==> src/rtl/seg8_pkg.sv <==
// Shared definitions for the 8-digit 7-segment scan reader: glyph codes,
// capture FSM states and the active-low digit-select decoder.
package seg8_pkg;

    localparam logic [7:0] SEG_BLANK = 8'hFF;

    // Active-high gfedcba glyphs, after inverting the bus
    localparam logic [6:0] GLYPH_0 = 7'h3F;
    localparam logic [6:0] GLYPH_1 = 7'h06;
    localparam logic [6:0] GLYPH_2 = 7'h5B;
    localparam logic [6:0] GLYPH_3 = 7'h4F;
    localparam logic [6:0] GLYPH_4 = 7'h66;
    localparam logic [6:0] GLYPH_5 = 7'h6D;
    localparam logic [6:0] GLYPH_6 = 7'h7D;
    localparam logic [6:0] GLYPH_7 = 7'h07;
    localparam logic [6:0] GLYPH_8 = 7'h7F;
    localparam logic [6:0] GLYPH_9 = 7'h6F;
    localparam logic [6:0] GLYPH_A = 7'h77;
    localparam logic [6:0] GLYPH_B = 7'h7C;
    localparam logic [6:0] GLYPH_C = 7'h39;
    localparam logic [6:0] GLYPH_D = 7'h5E;
    localparam logic [6:0] GLYPH_E = 7'h79;
    localparam logic [6:0] GLYPH_F = 7'h71;

    typedef enum logic [1:0] {
        ST_SCAN   = 2'd0,
        ST_SETTLE = 2'd1,
        ST_HOLD   = 2'd2
    } state_t;

    typedef struct packed {
        logic       legal;
        logic [2:0] idx;
    } sel_t;

    // Legal only when exactly one select line is pulled low.
    function automatic sel_t onehot_low(input logic [7:0] drains);
        sel_t       r;
        logic [3:0] zeros;
        r     = '0;
        zeros = 4'd0;
        for (int i = 0; i < 8; i++) begin
            if (!drains[i]) begin
                zeros = zeros + 4'd1;
                r.idx = 3'(i);
            end
        end
        r.legal = (zeros == 4'd1);
        return r;
    endfunction

endpackage

==> src/rtl/seg7_hex_dec.sv <==
// Combinational 7-segment glyph to hex nibble decoder; ok is low for any
// pattern that is not one of the sixteen hex glyphs.
module seg7_hex_dec
    import seg8_pkg::*;
(
    input  logic [6:0] glyph,
    output logic       ok,
    output logic [3:0] nibble
);

    always_comb begin
        ok     = 1'b1;
        nibble = 4'h0;
        case (glyph)
            GLYPH_0: nibble = 4'h0;
            GLYPH_1: nibble = 4'h1;
            GLYPH_2: nibble = 4'h2;
            GLYPH_3: nibble = 4'h3;
            GLYPH_4: nibble = 4'h4;
            GLYPH_5: nibble = 4'h5;
            GLYPH_6: nibble = 4'h6;
            GLYPH_7: nibble = 4'h7;
            GLYPH_8: nibble = 4'h8;
            GLYPH_9: nibble = 4'h9;
            GLYPH_A: nibble = 4'hA;
            GLYPH_B: nibble = 4'hB;
            GLYPH_C: nibble = 4'hC;
            GLYPH_D: nibble = 4'hD;
            GLYPH_E: nibble = 4'hE;
            GLYPH_F: nibble = 4'hF;
            default: ok = 1'b0;
        endcase
    end

endmodule

==> src/rtl/seg8_capture.sv <==
// Watches a multiplexed 8-digit 7-segment scan, debounces each digit slot and
// republishes the displayed 32-bit word once every digit has been captured.
module seg8_capture
    import seg8_pkg::*;
#(
    parameter int SETTLE = 16
) (
    input  logic        CLK,
    input  logic        RST,
    input  logic [7:0]  drains,
    input  logic [7:0]  leds,
    output logic [31:0] data,
    output logic        valid,
    output logic        changed,
    output logic        err
);

    localparam logic [7:0] SET8 = 8'(SETTLE);

    logic [7:0]  drains_q;
    logic [7:0]  leds_q;
    state_t      state;
    state_t      state_nxt;
    logic [15:0] ref_pat;
    logic [15:0] ref_nxt;
    logic [7:0]  cnt;
    logic [7:0]  cnt_nxt;
    logic [31:0] shadow;
    logic [31:0] shadow_nxt;
    logic [7:0]  mask;
    logic [7:0]  mask_nxt;

    logic [15:0] pat;
    sel_t        sel;
    logic [6:0]  glyph;
    logic        glyph_ok;
    logic [3:0]  nibble;
    logic        decode;
    logic        restart;
    logic        publish;

    assign pat     = {drains_q, leds_q};
    assign sel     = onehot_low(drains_q);
    assign glyph   = ~leds_q[6:0];
    assign publish = (mask == 8'hFF);

    seg7_hex_dec u_dec (
        .glyph  (glyph),
        .ok     (glyph_ok),
        .nibble (nibble)
    );

    // restart means "evaluate as a fresh pattern", shared by SCAN, a change
    // during SETTLE and any change while holding a decoded pattern.
    always_comb begin
        state_nxt = state;
        ref_nxt   = ref_pat;
        cnt_nxt   = cnt;
        decode    = 1'b0;
        restart   = 1'b0;
        case (state)
            ST_SCAN: restart = 1'b1;
            ST_SETTLE: begin
                if (pat == ref_pat) begin
                    if (cnt != SET8) begin
                        cnt_nxt = cnt + 8'd1;
                    end
                    if (cnt + 8'd1 == SET8) begin
                        decode    = 1'b1;
                        state_nxt = ST_HOLD;
                    end
                end else begin
                    restart = 1'b1;
                end
            end
            ST_HOLD: begin
                if (pat != ref_pat) begin
                    restart = 1'b1;
                end
            end
            default: state_nxt = ST_SCAN;
        endcase

        if (restart) begin
            if (sel.legal) begin
                ref_nxt = pat;
                cnt_nxt = 8'd1;
                if (SET8 == 8'd1) begin
                    decode    = 1'b1;
                    state_nxt = ST_HOLD;
                end else begin
                    state_nxt = ST_SETTLE;
                end
            end else begin
                state_nxt = ST_SCAN;
            end
        end
    end

    // Publishing clears the mask first so a decode on the same edge starts
    // the next frame instead of being lost.
    always_comb begin
        mask_nxt   = publish ? 8'h00 : mask;
        shadow_nxt = shadow;
        if (decode && glyph_ok) begin
            mask_nxt[sel.idx]                    = 1'b1;
            shadow_nxt[{sel.idx, 2'b00} +: 4] = nibble;
        end
    end

    always_ff @(posedge CLK) begin
        if (RST) begin
            drains_q <= SEG_BLANK;
            leds_q   <= SEG_BLANK;
            state    <= ST_SCAN;
            ref_pat  <= {SEG_BLANK, SEG_BLANK};
            cnt      <= 8'd0;
            shadow   <= 32'd0;
            mask     <= 8'd0;
            data     <= 32'd0;
            valid    <= 1'b0;
            changed  <= 1'b0;
            err      <= 1'b0;
        end else begin
            drains_q <= drains;
            leds_q   <= leds;
            state    <= state_nxt;
            ref_pat  <= ref_nxt;
            cnt      <= cnt_nxt;
            shadow   <= shadow_nxt;
            mask     <= mask_nxt;
            valid    <= publish;
            changed  <= publish && (shadow != data);
            err      <= decode && !glyph_ok;
            if (publish) begin
                data <= shadow;
            end
        end
    end

endmodule

==> config.mk <==
export PLATFORM = sky130hd
export DESIGN_NAME = seg8_capture
export DESIGN_NICKNAME = d
export VERILOG_FILES = /design/src/rtl/seg8_pkg.sv /design/src/rtl/seg7_hex_dec.sv /design/src/rtl/seg8_capture.sv
export SDC_FILE = /design/constraint.sdc
export NUM_CORES = 1
export LEC_CHECK = 0
export BUFFER_PORTS_ARGS = -buffer_cell sky130_fd_sc_hd__buf_2
export CAP_MARGIN = 30
export CORE_AREA = 2 2 109 111
export CTS_CLUSTER_SIZE = 12
export DETAILED_ROUTE_END_ITERATION = 7
export DIE_AREA = 0 0 111 113
export PLACE_DENSITY = 0.75
export SLEW_MARGIN = 10
export SYNTH_ARGS = -nofsm -noshare
export SYNTH_HDL_FRONTEND = slang
export SYNTH_HIERARCHICAL = 1
export SYNTH_SLANG_ARGS = --single-unit
==> constraint.sdc <==
create_clock -name CLK -period 4.69 [get_ports CLK]
set_input_delay 0.2345 -clock CLK [delete_from_list [all_inputs] [get_ports CLK]]
set_output_delay 0.2345 -clock CLK [all_outputs]
set_load 0.02 [all_outputs]
# After elaboration in Yosys (flattened, before gate mapping)
# Cells that the tools add are included.
# W data, S select, Z words.
[totals] regBits=117 input_bits=18 out_inout_bits=35 elab_cells=102
[op_classes] addsub=9 magnitude_cmp=2 eq_ne=28 n_shift=2 muxes=38 bitwise_logic=2 n_reduce_logical=10
[op_table] operator="$eq A7 B7 Y1 const B" n=12
[op_table] operator="$pmux W4 S15" n=1
[op_table] operator="$mux W8" n=7
[op_table] operator="$bwmux W32" n=1
[op_table] operator="$ne A32 B32 Y1" n=1
[op_table] operator="$shift A4 B7 Y32 const A" n=1
[op_table] operator="$shiftx A4 B7 Y32" n=1
[op_table] operator="$add A4 B1 Y4 const B" n=7
[op_table] operator="$mux W4" n=7
[op_table] operator="$mux W3" n=6
[op_table] operator="$eq A16 B16 Y1" n=1
[op_table] operator="$ne A16 B16 Y1" n=1
[op_table] operator="$reduce_or A16 Y1" n=1
[op_table] operator="$eq A7 B3 Y1 const B" n=2
[op_table] operator="$eq A7 B6 Y1 const B" n=2
[op_table] operator="$mux W1" n=10
[op_table] operator="$add A8 B1 Y8 const B" n=1
[op_table] operator="$eq A8 B5 Y1 const B" n=1
[op_table] operator="$eq A8 B8 Y1 const B" n=1
[op_table] operator="$ne A8 B5 Y1 const B" n=1
[op_table] operator="$or A8 B8 Y8" n=1
[op_table] operator="$neg A5 Y7" n=1
[op_table] operator="$not A7 Y7" n=1
[op_table] operator="$mux W2" n=3
[op_table] operator="other kinds (16)" n=20

# Logic depth before layout (Yosys ltp)
[depth] ltp_word=18 depth_mapped=21 mapped_depth_nobuf=20

# Hierarchy
# The synthesis kept the hierarchy.
[by_module_without_submodules] mod="seg8_capture" instances=1 cells_each=633 area_each_um2=5654.2 seq_area_each_um2=2342.2
[by_module_without_submodules] mod="seg7_hex_dec" instances=1 cells_each=59 area_each_um2=387.9 seq_area_each_um2=0.0

# Worst setup path after synthesis
# OpenSTA, ideal clock, no wires.
[synth_timing] path_kind="register -> register" from="reg drains_q[1]" to="reg ref_pat[11]" setup_time_ps=120 t_arrival_ps=4671 setup_slack_ps=-100 stages_incl_launch_ff=20 n_path_buf=2 period_less_slack_ps=4790 cell_sequence="dfxtp_1 inv_1 ha_1 clkbuf_1 xnor2_1 ha_1 o21a_1 ha_1 mux2_2 ha_1 nor2b_1 o22a_1 ha_1 mux2_2 ha_1 a2111oi_2 a211o_1 nand3_2 buf_6 a211o_1"
[synth_between] elab_chain_cells=15 word_cells_on_any_way=20
[synth_lines] item="start: declaration" line="seg8_capture.sv:20" text="logic [7:0] drains_q;"
[synth_lines] item="start signal: assignment" line="seg8_capture.sv:125" text="drains_q <= drains;"
[synth_lines] item="$mux W4" line="seg8_pkg.sv:43" text="if (!drains[i]) begin"
[synth_lines] item="$add A4 B1 Y4" line="seg8_pkg.sv:44" text="zeros = zeros + 4'd1;"
[synth_lines] item="$mux W4" line="seg8_pkg.sv:43"
[synth_lines] item="$add A4 B1 Y4" line="seg8_pkg.sv:44"
[synth_lines] item="$mux W4" line="seg8_pkg.sv:43"
[synth_lines] item="$add A4 B1 Y4" line="seg8_pkg.sv:44"
[synth_lines] item="$mux W4" line="seg8_pkg.sv:43"
[synth_lines] item="$add A4 B1 Y4" line="seg8_pkg.sv:44"
[synth_lines] item="$mux W4" line="seg8_pkg.sv:43"
[synth_lines] item="$add A4 B1 Y4" line="seg8_pkg.sv:44"
[synth_lines] item="$mux W4" line="seg8_pkg.sv:43"
[synth_lines] item="$add A4 B1 Y4" line="seg8_pkg.sv:44"
[synth_lines] item="$mux W4" line="seg8_pkg.sv:43"
[synth_lines] item="$eq A4 B1 Y1" line="seg8_pkg.sv:48" text="r.legal = (zeros == 4'd1);"
[synth_lines] item="$reduce_and A2 Y1 (no line) (*)"
[synth_lines] item="end signal: assignment" line="seg8_capture.sv:116" text="ref_pat <= {SEG_BLANK, SEG_BLANK};"
[synth_lines] item="end signal: assignment" line="seg8_capture.sv:128" text="ref_pat <= ref_nxt;"
[synth_lines] item="end: declaration" line="seg8_capture.sv:24" text="logic [15:0] ref_pat;"
# Every way passes the cells marked *; elsewhere a longest branch is shown, timed or not.
# A chain may end at the register's enable or synchronous reset.

# Worst setup path in the final report
[layout_timing] from="reg drains_q[0]" to="reg ref_pat[7]"
[layout_between] elab_chain_cells=17 word_cells_on_any_way=22
[layout_lines] item="$mux W1" line="seg8_pkg.sv:43"
[layout_lines] item="$add A4 B1 Y4" line="seg8_pkg.sv:44"
[layout_lines] item="$mux W4" line="seg8_pkg.sv:43"
[layout_lines] item="$add A4 B1 Y4" line="seg8_pkg.sv:44"
[layout_lines] item="$mux W4" line="seg8_pkg.sv:43"
[layout_lines] item="$add A4 B1 Y4" line="seg8_pkg.sv:44"
[layout_lines] item="$mux W4" line="seg8_pkg.sv:43"
[layout_lines] item="$add A4 B1 Y4" line="seg8_pkg.sv:44"
[layout_lines] item="$mux W4" line="seg8_pkg.sv:43"
[layout_lines] item="$add A4 B1 Y4" line="seg8_pkg.sv:44"
[layout_lines] item="$mux W4" line="seg8_pkg.sv:43"
[layout_lines] item="$add A4 B1 Y4" line="seg8_pkg.sv:44"
[layout_lines] item="$mux W4" line="seg8_pkg.sv:43"
[layout_lines] item="$add A4 B1 Y4" line="seg8_pkg.sv:44"
[layout_lines] item="$mux W4" line="seg8_pkg.sv:43"
[layout_lines] item="$eq A4 B1 Y1" line="seg8_pkg.sv:48"
[layout_lines] item="$reduce_and A2 Y1 (no line) (*)"
# Marks and branches as above.

==> metrics.cfg <==
[critical_path]
critPathArrivalTime_ns=4.83
path_class=reg2reg
cp_max_fo=8
cp-end-kind=register
reg2reg_slack_ns=0.16
start_kind=register
worstPathRequired_ns=4.98

[detailed_routing]
drt-total-wl_mm=14.4
avgRoutedWirePerCell_um=15.9
dr.pass1.iters=5
drtIter0Drc=332
drc=0
drtAntennaViolNets=0
num_vias=5203
drt-vias-per-instance=5.77

[final_layout]
finalNetCount=777
final_util=0.642
final_layout_size_suffix_gt1_frac=0.191
syn_to_final_growth_pct=19.7
instances_no_fill=901
diodes=0
fillCellCount=925

[power_and_ir_drop]
ir_drop_mv=0.214
p_leak_uw=0.00286
powerDensity_nw_per_um2=400
internal_power_uw=2120
power_switching_uw=771
swShare=0.267
clockPowerShare=0.466
p_seq_frac=0.373
combinationalPowerShare=0.161

[placement]
placed_cells=859
routabilityCongestion=0.884
io_buffers=52
hpwl_mm=9.64
dp_slack_ns=-0.0134

[synth]
netlist_instances=692
ys.flop_type=dfxtp_1
ys_seq_area_frac=0.388
synth_edf_count=0
synth_fp_nets=724
synth_cell_types=65
syn_area_per_cell_um2=8.73
async_flop_share=0
yosysTopAreaCell=dfxtp_1
synth-seq-cells=117
syn_area_um2=6040
synth_area_leaders=dfxtp_1, xnor2_1, nand2_1
ys_warn_count=6
yosys.area.top_type_share=0.388

[global_routing]
groute.usage.overall=0.227
grt_max_degree=69
grt_overflow=0
grt_pass1_wl_mm=23.3
first_global_vias=4967
antenna_found_initial=0

[sta]
fin_crit_sh=0.967
worst_slew_pin_slew_ns=0.852
fin_worst_skew_ns=0.00716
hold_viol=0
maxSlewViolCount=0
fin_ws_ns=0.156
setup_viol=0
slew_headroom=0.428
layout_min_cycle_time_ns=4.53
clock.fmax_mhz=221

[worst_hold_path]
hp-class=in2reg

[clock_network]
numCtsBuffers=17
cts_tree=built
cts_buffer_depth=2
htree_levels=4
cts_root_buf=clkbuf_16
cts.sinks=117
clk_latency_ns=0.41
clk_pin_slew_worst_paths_ns=0.06

[floorplanning]
start_util=0.536
io_pins=53
fp.dieH_um=113
num_rows=39
dieArea_um2=12500
die_w_um=111
coreArea_um2=11300

[run]
maxCapViolations=0

[status]
outcome=completed

## power by group through the flow
stage / registers (µW) / logic, µW / clock network, µW
2_1_floorplan: 1080 / 313 / 0
3_3_place_gp: 1100 / 370 / 0
4_1_cts: 1080 / 393 / 1360
5_1_grt: 1080 / 507 / 1410
3_5_place_dp: 1100 / 386 / 0
6_report: 1080 / 464 / 1350
## final timing paths
path,from,end,cells after the start
setup / recovery,drains_q[0],ref_pat[7],18
hold / removal,leds[5],leds_q[5],2
setup reg to reg,drains_q[0],ref_pat[7],18
hold reg to reg,shadow[27],data[27],2
## worst max-delay path, cell delays in order, from the launching register on
cell and delay, ns:
dfxtp_1 0.33, inv_1 0.08, ha_4 0.25, xnor2_1 0.12
ha_1 0.34, o21a_1 0.22, ha_4 0.22, mux2_2 0.26
ha_1 0.26, nor2b_1 0.13, o22a_1 0.25, ha_4 0.23
mux2_2 0.29, ha_4 0.19, a2111oi_4 0.40, a211o_1 0.21
nand3_4 0.12, buf_12 0.18, a221o_1 0.34
## metrics by stage
step	cell area [µm²]	power [µW]	setup TNS [ns]	hold WS [ns]
6_report	7230	2890	0	0.00767
5_1_grt	7230	3000	-0.0315	0.00661
4_1_cts	7100	2830	0	0.000196
3_5_place_dp	6420	1480	-0.0153	0.419
3_3_place_gp	6420	1470	0	0.418
2_1_floorplan	6060	1400	0	0.338
## registers in the layout (all words and copies together) (netlist names)
signal	cells
shadow	32
mask	8
drains_q	8
state	2
leds_q	8
valid	1
ref_pat	16
err	1
cnt	8
data	32
changed	1
## Yosys cell counts (7+ instances only)
library cell	instances
mux2i_1	34
nand4_1	20
clkbuf_1	30
nand3_1	10
or2_2	18
o21ai_0	8
ha_1	14
nand2_1	96
nor4_1	18
nor3_1	16
a211o_1	12
nand2b_1	24
xnor2_1	60
inv_1	20
and2_1	7
nor2_1	36
dfxtp_1	117
buf_2	7
a21oi_1	47
nor2b_1	9
## area by class of cell
type	instances	area [µm²]	share of cell area
Timing Repair Buffer	77	497	0.0687
Multi-Input combinational cell	511	3520	0.486
Inverter	21	78.8	0.0109
Tap cell	143	179	0.0247
Clock buffer	17	425	0.0588
Sequential cell	117	2340	0.324
Clock inverter	15	195	0.0270
## metal layers
metal / GRT usage / wire [µm]
met5: 0 / 0
met4: 0.0792 / 320
met3: 0.0482 / 624
met2: 0.418 / 7300
met1: 0.262 / 6100
## layout by cell type (no fill, tap or decap), types with 5 or more instances in the layout
cell type,n
a211o_1,12
a21oi_1,47
a221o_1,5
and2_1,7
buf_2,51
buf_4,18
clkbuf_16,18
dfxtp_1,117
dlygate4sd3_1,5
ha_1,10
inv_1,20
inv_6,5
mux2i_1,34
nand2_1,96
nand2b_1,24
nand3_1,10
nand4_1,20
nor2_1,35
nor2b_1,9
nor3_1,15
nor3b_1,5
nor4_1,18
o21ai_0,7
or2_2,18
xnor2_1,60
## logic make-up after synthesis
logic type      count (synthesis)  share of synthesized area
xor+xnor                       67                      0.105
fa+ha+maj                      15                     0.0306
buf+inv                        64                     0.0474
mux                            37                     0.0619
simple gates                  291                      0.258
compound gates                101                      0.109
flops                         117                      0.388
## repair_timing
item                                    CTS  global route
cloned                                    0             2
gates resized for setup                   2            12
setup buffers                             0             3
endpoints found under the setup margin   10            23
hold buffers                              5             0
hold endpoints to repair                  5             0
pin swaps                                 2             5
(Power assumes the default switching activity.)
